[src/rtl/clk_tick_sched.sv]
// Decade tick-enable chain with a runtime-selectable strobe output.
// All timing derives from clk_50MHz as enables; no derived clocks.
module clk_tick_sched #(
    parameter int unsigned RATIO_1    = 5,
    parameter int unsigned RATIO_2    = 10,
    parameter int unsigned RESET_RATE = 7
) (
    input  logic       clk_50MHz,
    input  logic       rst_n,
    input  logic       run,
    input  logic       sync_clr,
    input  logic       rate_req,
    input  logic [2:0] rate_sel,
    output logic       rate_ack,
    output logic [2:0] cur_rate,
    output logic [7:0] tick,
    output logic       sel_tick,
    output logic       sel_sq
);

    localparam int unsigned NSTAGE = 8;
    localparam int unsigned RW     = 3;

    typedef enum logic [1:0] {
        ST_IDLE = 2'd0,
        ST_WAIT = 2'd1,
        ST_ACK  = 2'd2
    } state_t;

    state_t            r_state;
    logic [RW-1:0]     r_pend;
    logic [RW-1:0]     r_cur_rate;
    logic              r_sel_sq;

    logic              w_adv0;
    logic [NSTAGE-1:0] w_tc;
    logic [NSTAGE-1:0] w_tick;
    logic [RW-1:0]     w_sel_idx;
    logic              w_sel_tick;
    logic              w_pend_hit;

    assign w_adv0 = run & ~sync_clr;

    // One counter per stage; each advances on the previous stage's tick.
    for (genvar k = 0; k < NSTAGE; k++) begin : g_stage
        localparam int unsigned RATIO = (k == 1) ? RATIO_1 : RATIO_2;
        localparam int unsigned CW    = $clog2(RATIO);

        logic [CW-1:0] r_cnt;
        logic          w_adv;

        if (k == 0) begin : g_first
            assign w_adv = w_adv0;
        end else begin : g_next
            assign w_adv = w_tick[k-1];
        end

        assign w_tc[k] = (r_cnt == CW'(RATIO - 1));

        always_ff @(posedge clk_50MHz or negedge rst_n) begin
            if (!rst_n) begin
                r_cnt <= '0;
            end else if (sync_clr) begin
                r_cnt <= '0;
            end else if (w_adv) begin
                r_cnt <= w_tc[k] ? '0 : r_cnt + CW'(1);
            end
        end
    end

    // Tick k fires when stage 0 advances and stages 0..k are all at terminal count.
    always_comb begin : p_tick
        logic v_acc;
        w_tick = '0;
        v_acc  = w_adv0;
        for (int k = 0; k < NSTAGE; k++) begin
            v_acc     = v_acc & w_tc[k];
            w_tick[k] = v_acc;
        end
    end

    // While waiting, the selected strobe follows the pending rate only.
    assign w_sel_idx  = (r_state == ST_WAIT) ? r_pend : r_cur_rate;
    assign w_sel_tick = w_tick[w_sel_idx];
    assign w_pend_hit = (r_state == ST_WAIT) & w_tick[r_pend];

    always_ff @(posedge clk_50MHz or negedge rst_n) begin
        if (!rst_n) begin
            r_state    <= ST_IDLE;
            r_pend     <= '0;
            r_cur_rate <= RW'(RESET_RATE);
        end else begin
            case (r_state)
                ST_IDLE: begin
                    if (rate_req) begin
                        if (rate_sel == r_cur_rate) begin
                            r_state <= ST_ACK;
                        end else begin
                            r_pend  <= rate_sel;
                            r_state <= ST_WAIT;
                        end
                    end
                end
                ST_WAIT: begin
                    if (w_tick[r_pend]) begin
                        r_cur_rate <= r_pend;
                        r_state    <= ST_IDLE;
                    end
                end
                ST_ACK: begin
                    r_state <= ST_IDLE;
                end
                default: begin
                    r_state <= ST_IDLE;
                end
            endcase
        end
    end

    always_ff @(posedge clk_50MHz or negedge rst_n) begin
        if (!rst_n) begin
            r_sel_sq <= 1'b0;
        end else if (sync_clr) begin
            r_sel_sq <= 1'b0;
        end else if (w_sel_tick) begin
            r_sel_sq <= ~r_sel_sq;
        end
    end

    assign rate_ack = (r_state == ST_ACK) | w_pend_hit;
    assign cur_rate = r_cur_rate;
    assign tick     = w_tick;
    assign sel_tick = w_sel_tick;
    assign sel_sq   = r_sel_sq;

endmodule

[config.mk]
export PLATFORM = sky130hd
export DESIGN_NAME = clk_tick_sched
export DESIGN_NICKNAME = d
export VERILOG_FILES = /design/src/rtl/clk_tick_sched.sv
export SDC_FILE = /design/constraint.sdc
export NUM_CORES = 1
export LEC_CHECK = 0
export ABC_CLOCK_PERIOD_IN_PS = 5700
export BUFFER_PORTS_ARGS = -buffer_cell sky130_fd_sc_hd__buf_2
export CORE_UTILIZATION = 51
export CTS_BUF_LIST = sky130_fd_sc_hd__clkbuf_8
export DETAILED_ROUTE_END_ITERATION = 16
export PLACE_DENSITY = 0.7
export SYNTH_ARGS = -nofsm -noshare
export SYNTH_HDL_FRONTEND = slang
export SYNTH_SLANG_ARGS = --single-unit
[constraint.sdc]
create_clock -name clk_50MHz -period 5.7 [get_ports clk_50MHz]
set_clock_uncertainty 0.1 [all_clocks]
set_input_delay 0.57 -clock clk_50MHz [delete_from_list [all_inputs] [get_ports clk_50MHz]]
set_output_delay 0.57 -clock clk_50MHz [all_outputs]
set_load 0.02 [all_outputs]
After elaboration in Yosys (flattened, before gate mapping)
Cells that the tools add are included.
{ "word_totals": {"ff_bits": 40, "in_bits": 8, "out_inout_bits": 14} }
{ "classes": {"reduce_logical": 13, "eq_ne": 13, "n_bitwise": 14, "n_lt_le_gt_ge": 2, "addsub": 8, "n_mux": 35} }
{ "op_table": {"columns": ["cell", "count"], "rows": [
  ["$mux 4", 21],
  ["$add 4x1->4 const B", 7],
  ["$eq 4x4->1 const B", 7],
  ["$reduce_bool 2->1", 9],
  ["$mux 3", 4],
  ["$and 1x1->1", 10],
  ["$lt 3x4->1 const B", 2],
  ["$bmux 1 s3", 2],
  ["$mux 2", 3],
  ["$mux 1", 4],
  ["$pmux 2 s2", 1],
  ["$reduce_and 2->1", 2],
  ["$add 3x1->3 const B", 1],
  ["$eq 3x3->1", 1],
  ["$eq 3x3->1 const B", 1],
  ["$not 1->1", 3],
  ["$reduce_and 3->1", 1],
  ["$eq 2x1->1 const B", 1],
  ["$eq 2x2->1 const B", 1],
  ["$logic_not 2->1", 1],
  ["$ne 2x1->1 const B", 1],
  ["$ne 2x2->1 const B", 1],
  ["$or 1x1->1", 1]
]} }

Logic depth before layout (Yosys ltp)
Gate-level depths: netlist of the first run.
{ "depth": {"word_depth": 14, "mapped_depth": 11} }

Worst setup path after synthesis of the first run
OpenSTA, ideal clock, no wires.
{ "synth_path": {"path_kind": "input to output", "from": "in sync_clr", "to": "out rate_ack", "path_buffers": 3, "arrival_time_ns": 2.473, "setup_slack_ns": 2.557, "path_stages": 9, "path_cell_list": "buf_2 nand2b_4 or4_4 buf_6 or3_4 buf_6 nor3_2 or3_4 a21o_1"} }
{ "synth_between": {"elab_chain_len": 14} }
{ "synth_lines": {"columns": ["element", "line_no", "text"], "rows": [
  ["start: declaration", "11", "input logic sync_clr,"],
  ["$not 1->1 (*)", "42", "assign w_adv0 = run & ~sync_clr;"],
  ["$and 1x1->1 (*)", "42", null],
  ["$and 1x1->1 (*)", "77", "v_acc = v_acc & w_tc[k];"],
  ["$and 1x1->1 (7 in a row)", "77", null],
  ["$bmux 1 s3 (*)", "85", "assign w_pend_hit = (r_state == ST_WAIT) & w_tick[r_pend];"],
  ["$mux 1 (not written as such) (*)", "85", null],
  ["$and 1x1->1 (*)", "85", null],
  ["$or 1x1->1 (*)", "130", "assign rate_ack = (r_state == ST_ACK) | w_pend_hit;"],
  ["end: declaration", "14", "output logic rate_ack,"]
]} }
Mark *: on every way between the ends. The rest lies on a longest branch, timed or not. The select of a mux whose other input is x is not followed.

Worst setup path after layout of the first run
{ "layout_path": {"from": "reg g_stage[0].r_cnt[1]", "to": "out rate_ack"} }
{ "layout_between": {"elab_chain_len": 13} }
{ "layout_lines": {"columns": ["element", "line_no", "text"], "rows": [
  ["start: declaration", "49", "logic [CW-1:0] r_cnt;"],
  ["start signal: assignment", "66", "r_cnt <= w_tc[k] ? '0 : r_cnt + CW'(1);"],
  ["$eq 4x4->1 (*)", "58", "assign w_tc[k] = (r_cnt == CW'(RATIO - 1));"],
  ["$and 1x1->1 (*)", "77", null],
  ["$and 1x1->1 (7 in a row)", "77", null],
  ["$bmux 1 s3 (*)", "85", null],
  ["$mux 1 (not written as such) (*)", "85", null],
  ["$and 1x1->1 (*)", "85", null],
  ["$or 1x1->1 (*)", "130", null]
]} }
Marked as above.

==> results of run 1 <==
[through the flow]
stage	util	hold slack (ps)	instances	area, um2
2_1_floorplan	-	174	271	2490
3_3_place_gp	0.546	414	344	2580
3_5_place_dp	0.546	421	344	2580
4_1_cts	0.565	325	352	2670
5_1_grt	0.565	373	352	2670
6_report	0.565	297	352	2670
[layer usage]
| layer | part of all wire | wire length [um] | global-route usage | vias to the layer above |
|---|---|---|---|---|
| li1 | - | - | - | 956 |
| met4 | 0.017 | 81 | 0.0850 | 0 |
| met1 | 0.51 | 2410 | 0.295 | 880 |
| met3 | 0.036 | 171 | 0.0389 | 8 |
| met2 | 0.44 | 2090 | 0.325 | 31 |
| met5 | 0 | 0 | 0 | - |
[report_power, final]
group          switching [W]  leakage (nW)  internal (W)
clock network      0.0000944        0.0538     0.0000951
registers          0.0000251         0.536      0.000299
logic              0.0000664         0.676     0.0000423
total               0.000186          1.27      0.000436
[sequential cells by signal (all words and copies together) (netlist names)]
name           count
r_pend             3
cur_rate           3
sel_sq             1
g_stage.r_cnt     31
r_state            2
[worst max-delay path: stages (launching register included)]
cell and delay [ps]:
dfrtp_1 430, inv_1 80, ha_1 220, nand3b_4 130, or4_4 620, or3_4 460
nor3_2 200, or3_4 170, a21o_1 80, buf_2 150
[logic make-up after synthesis]
kind of cell	after synthesis	share of synthesized area
multiplexers	12	0.0542
AND/OR/NAND/NOR	123	0.266
adder cells (fa/ha/maj)	16	0.0803
flip-flops	40	0.403
XOR/XNOR	12	0.0421
buffers and inverters	29	0.0627
AO/OA/AOI/OAI	39	0.0918
[path summary, 6_finish.rpt]
| path | endpoint | cells after the start |
|---|---|---|
| hold reg to reg | g_stage[5].r_cnt[3]$_DFFE_PN0P_ | 1 |
| min in group clk_50MHz | r_state[1]$_DFFE_PN0P_ | 3 |
| setup reg to reg | sel_sq$_DFFE_PN0P_ | 9 |
| max in group asynchronous | g_stage[4].r_cnt[3]$_DFFE_PN0P_ | 1 |
| hold / removal | g_stage[0].r_cnt[3]$_DFFE_PN0P_ | 1 |
| setup / recovery | rate_ack | 9 |
[synth_stat cells (all sizes together) (2+ instances only)]
master	count
buf	11
or3	4
dfstp	3
and2	2
inv	13
a21o	2
nor2b	3
o31ai	3
xnor2	6
nand4	3
mux2	6
o21ai	11
clkbuf	4
nor3	24
nand2b	3
ha	16
a21oi	18
nor2	32
nor4	2
mux2i	6
nand4b	3
and3b	4
nand3b	6
dfrtp	37
nand3	8
nand2	26
xor2	6
[area by class of cell]
type / instances / area [um2] / area share
multi-input combinational: 202 / 1330 / 0.499
sequential: 40 / 1000 / 0.376
timing repair buffer: 21 / 105 / 0.0394
tap: 67 / 83.8 / 0.0314
clock buffer: 6 / 82.6 / 0.0309
inverter: 14 / 52.6 / 0.0197
clock inverter: 2 / 7.51 / 0.00281
==> flow_summary_export.csv, run 1 <==
group,metric,value,unit
global_route,grt_max_degree,41,
timing,final_max_slew_viol_count,0,
cts,cts_made_buffers,5,
synthesis,netlist_instances,271,
global_route,grt_remaining_overflow,0,
timing,setup_viol_count_final,0,
critical_path,startpoint,"g_stage[0].r_cnt[1]$_DFFE_PN0P_",
synthesis,ys_seq_area_frac,0.403,
global_route,antenna_found_initial,0,
synthesis,syn_avg_cell_area,9.20,um2
cts,clock_latency,290,ps
synthesis,async_reset_ff_frac,1.00,
critical_path,worstPathMaxFanout,8,
layout,drive_gt1_frac,0.161,
synthesis,yosysWarnings,0,
cts,clkTransAtPathRegs,70,ps
detailed_routing,num_vias,1875,
timing,fin_ws,2190,ps
detailed_routing,route.detailed.drc,0,
floorplan,ioPinCount,22,
global_route,grt_pass1_vias,1769,
critical_path,reg2reg_from,"g_stage[0].r_cnt[1]$_DFFE_PN0P_",
cts,h-tree-depth,2,
floorplan,rows,25,
cts,root_buffer,"clkbuf_8",
layout,syn_to_final_growth,7.02,%
power_and_ir_drop,p_per_area,233,nW/um2
placed_design,gp_congestion,0.798,
critical_path,r2r_slack,2920,ps
placed_design,port_buffers,21,
cts,cts_tree,"done",
synthesis,syn_nets,295,
critical_path,required,5030,ps
timing,rsz0062_at_grt,"no",
min_path,hp-class,"input pin to async pin",
detailed_routing,wl_per_cell,13.5,um
synthesis,yosysTopAreaCell,"dfrtp_1",
synthesis,synth_cell_types,47,
timing,fin_tns_setup,0,ps
synthesis,synth-seq-cells,40,
layout,final_common_cell,"dfrtp_1",
critical_path,cp-start-kind,"flop",
job,max_cap_violations,0,
layout,layout_common_cells,"dfrtp_1 (37), nor2_1 (32), nand2_1 (26)",
power_and_ir_drop,power,0.000622,W
layout,antennaDiodeCount,0,
timing,hold_violations,0,
synthesis,synth-edff-count,0,
timing,slew_headroom,0.353,
cts,cts_sinks,40,
synthesis,synthTopCellsByArea,"dfrtp_1 (37%), ha_1 (8.0%), nor2_1 (4.8%)",
synthesis,synthFlopType,"dfrtp_1",
global_route,grt_pass1_wl,8400,um
detailed_routing,ant_nets,0,
cts,post_cts_buffers,0,
critical_path,crit_arrival,2840,ps
critical_path,crit_type,"flop to primary output",
floorplan,coreArea,4720,um2
floorplan,die_x,71.9,um
detailed_routing,drtIter0Drc,140,
floorplan,die_h,71.9,um
critical_path,endpoint_kind,"primary output",
synthesis,syn_area,2490,um2
floorplan,die_area,5170,um2
detailed_routing,vias_per_cell,5.33,
synthesis,synthDominantCellAreaShare,0.371,
detailed_routing,finalWirelength,4750,um
run_status,status,"finished clean",
cts,clock_path_buffers,2,
timing,fmax,285,MHz
layout,nets,308,
timing,worst_pin_slew,961,ps
placed_design,dp_hpwl,3400,um
detailed_routing,drtPass1Iterations,4,
cts,ctsHoldBuffers,0,
power_and_ir_drop,irDropWorstVdd,0.108,mV
floorplan,start_util,0.528,
power_and_ir_drop,leakage,1.27,nW
timing,min_period,3510,ps
layout,num-fill-cells,416,
timing,min_period_over_period,0.616,
global_route,grt_usage,0.211,
placed_design,pre_cts_slack,2240,ps
cts,cts_resized,0,
Note: power is estimated with default switching activity, not from simulation.
==> inputs of run 2 (changes only) <==
--- a/config.mk
+++ b/config.mk
@@ -5,12 +5,13 @@
 export SDC_FILE = /design/constraint.sdc
 export NUM_CORES = 1
 export LEC_CHECK = 0
-export ABC_CLOCK_PERIOD_IN_PS = 5700
+export ABC_AREA = 1
+export ABC_CLOCK_PERIOD_IN_PS = 3200
 export BUFFER_PORTS_ARGS = -buffer_cell sky130_fd_sc_hd__buf_2
 export CORE_UTILIZATION = 51
 export CTS_BUF_LIST = sky130_fd_sc_hd__clkbuf_8
 export DETAILED_ROUTE_END_ITERATION = 16
-export PLACE_DENSITY = 0.7
+export PLACE_DENSITY = 0.73
 export SYNTH_ARGS = -nofsm -noshare
 export SYNTH_HDL_FRONTEND = slang
 export SYNTH_SLANG_ARGS = --single-unit
==> constraint.sdc (replaced) <==
create_clock -name clk_50MHz -period 3.2 [get_ports clk_50MHz]
set_clock_uncertainty 0.1 [all_clocks]
set_input_delay 0.32 -clock clk_50MHz [delete_from_list [all_inputs] [get_ports clk_50MHz]]
set_output_delay 0.32 -clock clk_50MHz [all_outputs]
set_load 0.02 [all_outputs]
==> run 2 against run 1 <==
  * First-iteration DRC count decreased by 29%
  * Critical endpoint unchanged
  * Highest routed layer unchanged
  * Register-to-register slack got worse by 1700 ps
  * Via count increased by 1.7%
  * Sequential share of layout area fell by 1.5 points
  * Cell count up 7.4%
  * Worst setup slack lost 1600 ps
==> flow_summary_export.csv, run 2 <==
group,metric,value,unit
run_status,status,"finished clean",
global_route,antenna_found_initial,0,
global_route,use_met3,0.0428,
synthesis,synthFlopType,"dfrtp_1",
synthesis,syn_avg_cell_area,8.80,um2
power_and_ir_drop,p_per_area,511,nW/um2
cts,post_cts_buffers,0,
cts,cts_sinks,40,
synthesis,ys_seq_area_frac,0.391,
synthesis,synth.most_common_cell,"nand2_1",
critical_path,crit_type,"flop to primary output",
global_route,met1_usage,0.266,
critical_path,endpoint_kind,"primary output",
global_route,grt_pass1_wl,8140,um
detailed_routing,drtIter0Drc,99,
critical_path,reg2reg_from,"g_stage[1].r_cnt[0]$_DFFE_PN0P_",
cts,ctsHoldBuffers,0,
timing,hold_violations,0,
synthesis,async_reset_ff_frac,1.00,
layout,largest_reg_flops,31,
floorplan,coreArea,4790,um2
timing,min_period_over_period,0.816,
timing,fin_tns_setup,0,ps
synthesis,yosysWarnings,0,
floorplan,die_x,73.0,um
layout,layout_common_cells,"nand2_1 (43), inv_1 (41), dfrtp_1 (37)",
layout,antennaDiodeCount,0,
synthesis,syn_nets,316,
timing,slew_headroom,0.407,
critical_path,r2r_end,"g_stage[7].r_cnt[2]$_DFFE_PN0P_",
global_route,grt_usage,0.200,
critical_path,startpoint,"g_stage[1].r_cnt[0]$_DFFE_PN0P_",
layout,top_register,"g_stage.r_cnt",
critical_path,r2r_slack,1240,ps
detailed_routing,wl_per_cell,12.2,um
job,max_cap_violations,0,
synthesis,synth_cell_types,37,
cts,h-tree-depth,2,
global_route,grt_pass1_vias,1877,
critical_path,crit_end,"rate_ack",
floorplan,start_util,0.537,
critical_path,worstPathMaxFanout,8,
cts,clock_latency,290,ps
synthesis,synthTopCellsByArea,"dfrtp_1 (36%), ha_1 (7.8%), nand2_1 (6.3%)",
cts,cts_made_buffers,5,
placed_design,gp_congestion,0.772,
cts,clkTransAtPathRegs,80,ps
layout,post-route-util,0.581,
timing,rsz0062_at_grt,"no",
layout,nets,334,
synthesis,yosysTopAreaCell,"dfrtp_1",
placed_design,port_buffers,21,
floorplan,rows,25,
timing,fmax,383,MHz
power_and_ir_drop,irDropWorstVdd,0.387,mV
detailed_routing,finalWirelength,4620,um
timing,setup_viol_count_final,0,
global_route,grt_util_met2,0.319,
cts,clock_path_buffers,2,
critical_path,cp-start-kind,"flop",
layout,drive_gt1_frac,0.193,
synthesis,netlist_instances,292,
detailed_routing,route.detailed.drc,0,
synthesis,synth-seq-cells,40,
synthesis,syn_area,2570,um2
global_route,top_usage_layer,"met2",
timing,final_max_slew_viol_count,0,
critical_path,required,2780,ps
timing,min_period,2610,ps
detailed_routing,vias_per_cell,5.04,
synthesis,synthDominantCellAreaShare,0.360,
placed_design,dp_hpwl,3600,um
floorplan,die_h,73.0,um
floorplan,die_area,5320,um2
synthesis,synthTopCellsByCount,"nand2_1 (43), inv_1 (41), dfrtp_1 (37)",
layout,syn_to_final_growth,8.18,%
cts,cts_resized,0,
global_route,grt_remaining_overflow,0,
cts,cts_tree,"done",
min_path,hp-class,"input pin to async pin",
global_route,grt_max_degree,41,
critical_path,crit_arrival,2190,ps
detailed_routing,ant_nets,0,
synthesis,synth-edff-count,0,
timing,worst_pin_slew,889,ps
critical_path,reg2regPathDepth,11,
floorplan,ioPinCount,22,
layout,final_common_cell,"nand2_1",
power_and_ir_drop,leakage,1.41,nW
cts,root_buffer,"clkbuf_8",
detailed_routing,drtPass1Iterations,4,
detailed_routing,num_vias,1906,
run 2: changes by cell type in the layout (fill, tap and decap cells not counted), sizes merged, moves of 4 or more:
cell	previous run	this run
a21oi	18	11
and3b	4	0
inv	15	42
mux2	6	1
mux2i	6	2
nand2	26	51
nand3	8	27
nand3b	6	2
nand4	3	12
nor3	24	3
o21ai	11	16
o22ai	0	6
or3	4	0
run 2: worst min-delay path by stage:
stage                                  from                               to
floorplan                             rst_n  g_stage[0].r_cnt[0]$_DFFE_PN0P_
global placement                      rst_n  g_stage[1].r_cnt[2]$_DFFE_PN0P_
detailed placement  cur_rate[1]$_DFFE_PN1P_          cur_rate[1]$_DFFE_PN1P_
CTS                                   rst_n  g_stage[1].r_cnt[2]$_DFFE_PN0P_
global route                          rst_n  g_stage[2].r_cnt[3]$_DFFE_PN0P_
finish                                rst_n  g_stage[1].r_cnt[2]$_DFFE_PN0P_
run 2: final cells by class:
cell class                 instances  area [um2]
sequential                        40        1000
clock inverter                     2        15.0
tap                               67        83.8
timing repair buffer              21         105
multi-input combinational        199        1320
fill                             419        2010
clock buffer                       6        82.6
inverter                          43         166
run 2: routing by layer:
metal	share of wire	vias up	wire, um
li1	-	991	-
met1	0.49	874	2260
met2	0.46	32	2150
met4	0.017	0	78
met5	0	-	0
met3	0.030	9	140
run 2: kinds of logic (layout without fill, tap and decap cells):
kind of cell	after synthesis	count (layout)	share of synthesized area
simple gates	128	128	0.294
buf+inv	53	72	0.0945
flops	40	40	0.391
compound gates	39	39	0.0857
fa+ha+maj	16	16	0.0779
xor+xnor	13	13	0.0443
mux	3	3	0.0122
run 2: critical path, cell delays in order (launching register included):
cell	delay, ps
dfrtp_1	380
inv_1	90
ha_1	140
nand2_1	50
inv_1	220
nand3_4	140
nor2_8	160
o211ai_1	110
nand3b_1	200
nand3_2	130
o21ai_1	100
buf_2	180
run 2: power by group:
| group | switching [W] | internal [W] |
|---|---|---|
| Clock | 0.000177 | 0.000174 |
| Combinational | 0.000281 | 0.000150 |
| Sequential | 0.0000638 | 0.000573 |
| Total | 0.000522 | 0.000897 |
run 2: per-stage QoR:
stage,cells,power [W],setup WS [ps],cell area [um2],hold WS [ps]
final,378,0.00142,588,2780,48.9
after global placement,370,0.00107,968,2680,386
after floorplan,292,0.000954,1080,2570,-75.6
after detailed placement,370,0.00108,894,2680,378
after CTS,378,0.00143,569,2780,76.3
after global routing,378,0.00152,359,2780,134
